**src/rtl/rom_dl_pkg.sv**
```systemverilog
// rtl/rom_dl_pkg.sv - shared state type, sprite region defaults and sprite address remap
package rom_dl_pkg;

  typedef enum logic [1:0] {
    IDLE  = 2'd0,
    ISSUE = 2'd1,
    WAIT  = 2'd2
  } dl_state_t;

  localparam logic [24:0] SP_BASE_DEFAULT = 25'h10000;
  localparam logic [24:0] SP_END_DEFAULT  = 25'h1BFFF;

  // Returns {ds[1:0], a[22:0]} for a sprite byte. off[15] selects the 16-bit half of a
  // 32-bit sprite word and off[14] selects the byte lane, so the four bytes of a sprite
  // word end up in two adjacent SDRAM words.
  function automatic logic [24:0] sprite_remap(input logic [24:0] addr,
                                               input logic [24:0] base);
    logic [23:0] off;
    off = 24'(addr - base);
    return {off[14], ~off[14], off[23:16], off[13:0], off[15]};
  endfunction

endpackage

```
**src/rtl/rom_dl_fifo.sv**
```systemverilog
// rtl/rom_dl_fifo.sv - synchronous FIFO buffering download entries
// clk, reset    : clock, synchronous active-high reset (flushes pointers and count)
// push, push_data : write strobe and data; ignored when full
// pop, pop_data   : read strobe and head data (head is valid whenever not empty)
// count, full, empty : occupancy status
module rom_dl_fifo #(
  parameter int WIDTH = 33,
  parameter int DEPTH = 4,
  localparam int AW = $clog2(DEPTH),
  localparam int CW = AW + 1
) (
  input  logic             clk,
  input  logic             reset,
  input  logic             push,
  input  logic [WIDTH-1:0] push_data,
  input  logic             pop,
  output logic [WIDTH-1:0] pop_data,
  output logic [CW-1:0]    count,
  output logic             full,
  output logic             empty
);

  logic [WIDTH-1:0] mem [DEPTH];
  logic [AW-1:0]    wr_ptr;
  logic [AW-1:0]    rd_ptr;
  logic             do_push;
  logic             do_pop;

  assign full     = (count == CW'(DEPTH));
  assign empty    = (count == '0);
  assign do_push  = push & ~full;
  assign do_pop   = pop & ~empty;
  assign pop_data = mem[rd_ptr];

  always_ff @(posedge clk) begin
    if (do_push) begin
      mem[wr_ptr] <= push_data;
    end
  end

  // DEPTH is a power of two, so the pointers wrap naturally.
  always_ff @(posedge clk) begin
    if (reset) begin
      wr_ptr <= '0;
      rd_ptr <= '0;
      count  <= '0;
    end else begin
      if (do_push) wr_ptr <= wr_ptr + AW'(1);
      if (do_pop)  rd_ptr <= rd_ptr + AW'(1);
      case ({do_push, do_pop})
        2'b10:   count <= count + CW'(1);
        2'b01:   count <= count - CW'(1);
        default: count <= count;
      endcase
    end
  end

endmodule

```
**src/rtl/rom_download_sequencer.sv**
```systemverilog
// rtl/rom_download_sequencer.sv - buffers ioctl ROM bytes and writes them to SDRAM port1/port2
// clk, reset        : memory clock, synchronous active-high reset
// ioctl_*           : HPS download stream in; ioctl_wait stalls the HPS
// port1_*, port2_*  : toggle-handshake SDRAM write ports (port2 carries the remapped sprite image)
// port_we           : write enable shared by both ports
// rom_ready         : all bytes of the ROM image have been written
module rom_download_sequencer
  import rom_dl_pkg::*;
#(
  parameter int          FIFO_DEPTH = 4,
  parameter logic [7:0]  ROM_INDEX  = 8'd0,
  parameter logic [24:0] SP_BASE    = SP_BASE_DEFAULT,
  parameter logic [24:0] SP_END     = SP_END_DEFAULT
) (
  input  logic        clk,
  input  logic        reset,
  input  logic        ioctl_download,
  input  logic        ioctl_wr,
  input  logic [24:0] ioctl_addr,
  input  logic [7:0]  ioctl_dout,
  input  logic [7:0]  ioctl_index,
  output logic        ioctl_wait,
  output logic        port1_req,
  input  logic        port1_ack,
  output logic [22:0] port1_a,
  output logic [1:0]  port1_ds,
  output logic [15:0] port1_d,
  output logic        port2_req,
  input  logic        port2_ack,
  output logic [22:0] port2_a,
  output logic [1:0]  port2_ds,
  output logic [15:0] port2_d,
  output logic        port_we,
  output logic        rom_ready
);

  localparam int CW = $clog2(FIFO_DEPTH) + 1;

  dl_state_t   state;
  dl_state_t   state_n;
  logic        pop;
  logic        issue;
  logic        wr_q;
  logic        dl_q;
  logic        push_req;
  logic        push;
  logic        dl_rise_rom;
  logic        overflow;
  logic        busy;
  logic        acks_done;
  logic        p2_issued;
  logic        cur_in_sp;
  logic [24:0] cur_addr;
  logic [7:0]  cur_data;
  logic [24:0] remap;
  logic [32:0] fifo_rdata;
  logic [CW-1:0] fifo_count;
  logic        fifo_full;
  logic        fifo_empty;

  // One push per rising edge of the (possibly multi-cycle) byte strobe.
  assign push_req    = ioctl_wr & ~wr_q & ioctl_download & (ioctl_index == ROM_INDEX);
  assign push        = push_req & ~fifo_full;
  assign dl_rise_rom = ioctl_download & ~dl_q & (ioctl_index == ROM_INDEX);

  // A write is complete only when the ack has caught up with the current req value;
  // an ack changing in the toggle cycle is compared against the new req and so does not count.
  assign acks_done = (port1_ack == port1_req) && (!p2_issued || (port2_ack == port2_req));

  assign busy      = (state != IDLE) || !fifo_empty;
  assign port_we   = ioctl_download | busy;

  assign cur_in_sp = (cur_addr >= SP_BASE) && (cur_addr <= SP_END);
  assign remap     = sprite_remap(cur_addr, SP_BASE);

  rom_dl_fifo #(
    .WIDTH (33),
    .DEPTH (FIFO_DEPTH)
  ) u_fifo (
    .clk       (clk),
    .reset     (reset),
    .push      (push),
    .push_data ({ioctl_addr, ioctl_dout}),
    .pop       (pop),
    .pop_data  (fifo_rdata),
    .count     (fifo_count),
    .full      (fifo_full),
    .empty     (fifo_empty)
  );

  always_ff @(posedge clk) begin
    if (reset) begin
      state <= IDLE;
    end else begin
      state <= state_n;
    end
  end

  always_comb begin
    state_n = state;
    pop     = 1'b0;
    issue   = 1'b0;
    case (state)
      IDLE: begin
        if (!fifo_empty) begin
          pop     = 1'b1;
          state_n = ISSUE;
        end
      end
      ISSUE: begin
        issue   = 1'b1;
        state_n = WAIT;
      end
      WAIT: begin
        if (acks_done) begin
          if (!fifo_empty) begin
            pop     = 1'b1;
            state_n = ISSUE;
          end else begin
            state_n = IDLE;
          end
        end
      end
      default: state_n = IDLE;
    endcase
  end

  always_ff @(posedge clk) begin
    if (reset) begin
      wr_q       <= 1'b0;
      dl_q       <= 1'b0;
      ioctl_wait <= 1'b0;
      overflow   <= 1'b0;
      rom_ready  <= 1'b0;
      cur_addr   <= '0;
      cur_data   <= '0;
      p2_issued  <= 1'b0;
      port1_req  <= 1'b0;
      port1_a    <= '0;
      port1_ds   <= '0;
      port1_d    <= '0;
      port2_req  <= 1'b0;
      port2_a    <= '0;
      port2_ds   <= '0;
      port2_d    <= '0;
    end else begin
      wr_q <= ioctl_wr;
      dl_q <= ioctl_download;
      // Registered, so it lags the count by a clock; stalling one slot early absorbs that.
      ioctl_wait <= (fifo_count >= CW'(FIFO_DEPTH - 1));
      overflow   <= overflow | (push_req & fifo_full);

      if (dl_rise_rom) begin
        rom_ready <= 1'b0;
      end else if (!ioctl_download && !busy) begin
        rom_ready <= 1'b1;
      end

      if (pop) begin
        cur_addr <= fifo_rdata[32:8];
        cur_data <= fifo_rdata[7:0];
      end

      if (issue) begin
        port1_a   <= cur_addr[23:1];
        port1_ds  <= {cur_addr[0], ~cur_addr[0]};
        port1_d   <= {cur_data, cur_data};
        port1_req <= ~port1_req;
        p2_issued <= cur_in_sp;
        // Outside the sprite region port2 keeps its last address/data.
        if (cur_in_sp) begin
          port2_a   <= remap[22:0];
          port2_ds  <= remap[24:23];
          port2_d   <= {cur_data, cur_data};
          port2_req <= ~port2_req;
        end
      end
    end
  end

endmodule
```
**config.mk**
```make
export PLATFORM = sky130hd
export DESIGN_NAME = rom_download_sequencer
export DESIGN_NICKNAME = d
export VERILOG_FILES = /design/src/rtl/rom_dl_pkg.sv /design/src/rtl/rom_dl_fifo.sv /design/src/rtl/rom_download_sequencer.sv
export SDC_FILE = /design/constraint.sdc
export NUM_CORES = 1
export LEC_CHECK = 0
export ABC_CLOCK_PERIOD_IN_PS = 2900
export BUFFER_PORTS_ARGS = -buffer_cell sky130_fd_sc_hd__buf_2
export CAP_MARGIN = 5
export CORE_UTILIZATION = 50
export CTS_BUF_LIST = sky130_fd_sc_hd__clkbuf_4
export DETAILED_ROUTE_END_ITERATION = 10
export PLACE_DENSITY = 0.71
export SLEW_MARGIN = 20
export SYNTH_ARGS = -nofsm -noshare
export SYNTH_HDL_FRONTEND = slang
export SYNTH_HIERARCHICAL = 1
export SYNTH_SLANG_ARGS = --single-unit
export TNS_END_PERCENT = 5
```
**constraint.sdc**
```tcl
create_clock -name clk -period 2.9 [get_ports clk]
set_clock_uncertainty 0.1 [all_clocks]
set_input_delay 0.29 -clock clk [delete_from_list [all_inputs] [get_ports clk]]
set_output_delay 0.29 -clock clk [all_outputs]
set_load 0.005 [all_outputs]
```
==> results_dict.tcl <==
set metrics [dict create \
    outcome "finished clean" \
    final_nets 953 \
    synthToLayoutAreaGrowth_pct 19.6 \
    finalCritPeriodShare_pct 91.6 \
    critPathMaxFanout 4 \
    postCtsSetupBuffers 0 \
    placed_cells 1059 \
    die_h_um 142 \
    critPathArrivalTime_ns 3.11 \
    drv_slew 0 \
    grt_overflow 0 \
    fin_setup_tns_ns 0 \
    critPathCaptureType "flop" \
    startpoint "port2_req" \
    hpwl_mm 12.8 \
    drt-initial-drc-count 373 \
    totalWireLength_mm 20.0 \
    fill_cells 1499 \
    grt_max_degree 130 \
    p_leak_nw 4.55 \
    setup_viol_count_final 0 \
    ir_worst_vdd_v 0.000271 \
    syn_inst 708 \
    routedWlPerCell_um 16.7 \
    ff2ff_setup_slack_ns 0.24 \
    dieArea_mm2 0.0200 \
    cts.sinks 249 \
    first_pass_iters 7 \
    cp.required_ns 3.36 \
    critPathLaunchType "flop" \
    num_vias 6185 \
    critical_path_class "flop to flop" \
    cts_buffers 61 \
    cts_root_buf "clkbuf_4" \
    synth-edff-count 132 \
    rows 50 \
    syn_area_per_cell_um2 13.8 \
    antenna_found_initial 1 \
    min_path_type "input pin to flop" \
    insertion_delay_ns 0.66 \
    drive_above_1_share_pct 29.2 \
    yosysMostFrequentCell "edfxtp_1" \
    antenna_left 0 \
    io_pins 134 \
    cts_tree "yes" \
    drc 0 \
    ys_types 45 \
    fin_crit_ns 2.66 \
    maxCapViolCount 0 \
    grt_pass1_vias 6131 \
    cts_max_path_buffers 3 \
    path_clk_slew_ns 0.06 \
    grt_pass1_wl_mm 31.7 \
    gp_congestion 0.817 \
    htreeDepth 2 \
    fmax_mhz 376 \
    ys_warn_count 6 \
    start_util_pct 51.6 \
    synth_ff_type "edfxtp_1" \
    power_density_mw_per_mm2 563 \
    routed_via_density 5.18 \
    synth_common_cells "132 x edfxtp_1, 117 x dfxtp_1, 69 x nand2_1, 58 x mux2i_1" \
    rsz0062_at_grt "no" \
    yosysTopAreaCell "edfxtp_1" \
    hold_viol 0 \
    synth_top_area_share_pct 40.7 \
    max-slew-margin-rel_pct 37.0 \
    hp-start "ioctl_index[6]" \
    syn_nets 763 \
    portBuffers 133 \
    regToRegStartpoint "port2_req" \
    worstMarginPinSlew_ns 0.942 \
    core_area_mm2 0.0189 \
    synth_area_leaders "edfxtp_1 41%, dfxtp_1 24%, mux4_2 6.9%" \
    ys_ff_latch 249 \
    stdcell_count 1195 \
    grtUsageTotal_pct 20.4 \
    fp.dieW_um 142 \
    async_flop_share_pct 0 \
    syn_area_mm2 0.00974 \
    seq_area_frac_synth_pct 64.7 \
]
## what timing repair did
item	in CTS	in global routing
hold buffers	36	0
endpoints found under the setup margin	0	0
hold endpoints to repair	135	0
gates resized for setup	0	0
## registers in the layout, summed over array words and instances, names as in the netlist, named ones only
signal         flops
ioctl_wait         1
u_fifo/count       3
port2_req          1
port2_ds           2
u_fifo/wr_ptr      2
dl_q               1
port1_d            8
u_fifo/mem       132
wr_q               1
port1_ds           2
cur_addr          25
port2_a           23
port2_d            8
state              2
u_fifo/rd_ptr      2
port1_req          1
cur_data           8
rom_ready          1
p2_issued          1
port1_a           23
## area by class of cell
type                       instances  area [µm²]  share of cell area, %
clock inverter                    21         134                   1.15
inverter                          13        48.8                  0.419
clock buffer                      78         586                   5.03
multi-input combinational        389        3040                   26.1
timing repair buffer             184        1210                   10.4
sequential                       249        6310                   54.1
tap                              260         325                   2.79
antenna                            1        2.50                 0.0215
## final timing paths
path / end / depth (start not counted)
setup / recovery: u_fifo/count[2] / 12
hold / removal: rom_ready / 5
setup reg to reg: u_fifo/count[2] / 12
hold reg to reg: port1_a[18] / 2
## critical path: stages (launching register included)
cell,delay (ns)
dfxtp_1,0.33
xor2_1,0.17
a21oi_1,0.35
o21ai_4,0.08
inv_1,0.09
o31ai_2,0.09
inv_1,0.07
ha_1,0.16
inv_1,0.06
fa_1,0.37
xor2_1,0.17
or3_1,0.34
a21oi_1,0.19
## report_power, final
part	switching [W]	internal, W
clock network	0.00129	0.00142
logic	0.0000676	0.0000713
registers	0.00000139	0.00371
total	0.00136	0.00520
## placed cells by master (no fill, tap or decap), types with 2 or more instances in the layout
cell type	count
nor4_1	7
ha_1	7
nand4b_1	2
mux4_2	30
nand4_1	9
a211oi_1	2
edfxtp_1	132
buf_12	5
o21ai_1	4
a311o_1	2
nor2b_1	6
xor2_1	6
clkinv_1	17
clkbuf_4	78
a21oi_1	41
o31ai_2	4
or3_1	6
bufinv_16	2
dlygate4sd3_1	36
buf_4	10
nand2b_1	50
nand2_1	69
clkinv_2	2
inv_1	13
and2_1	5
nor2_1	50
or4b_1	6
o21ai_0	5
buf_2	132
mux2i_1	58
dfxtp_1	116
mux4_1	3
## per-stage QoR
stage	hold WS [ns]	setup slack [ns]	utilization [%]	total power (W)	area [µm²]
6_report	0.0503	0.243	61.7	0.00655	11600
5_1_grt	0.0481	0.0445	61.7	0.00684	11600
4_1_cts	0.000607	0.258	61.6	0.00663	11600
3_5_place_dp	0.350	0.0738	55.9	0.00389	10600
3_3_place_gp	0.339	0.307	55.9	0.00388	10600
2_1_floorplan	0.289	0.295	-	0.00383	9740
## kinds of logic after synthesis
family / Yosys count / share of synthesized area, %
flops: 249 / 64.7
simple gates: 221 / 11.8
mux: 92 / 13.8
buf+inv: 70 / 4.21
compound gates: 61 / 3.66
fa+ha+maj: 8 / 1.10
xor+xnor: 7 / 0.629
## per-layer routing
layer,track usage [%],routed length (µm)
met3,4.49,1020
met2,33.4,9490
met1,27.3,9230
met5,0,0
met4,6.51,278
Power figures use the tool's default switching activity.
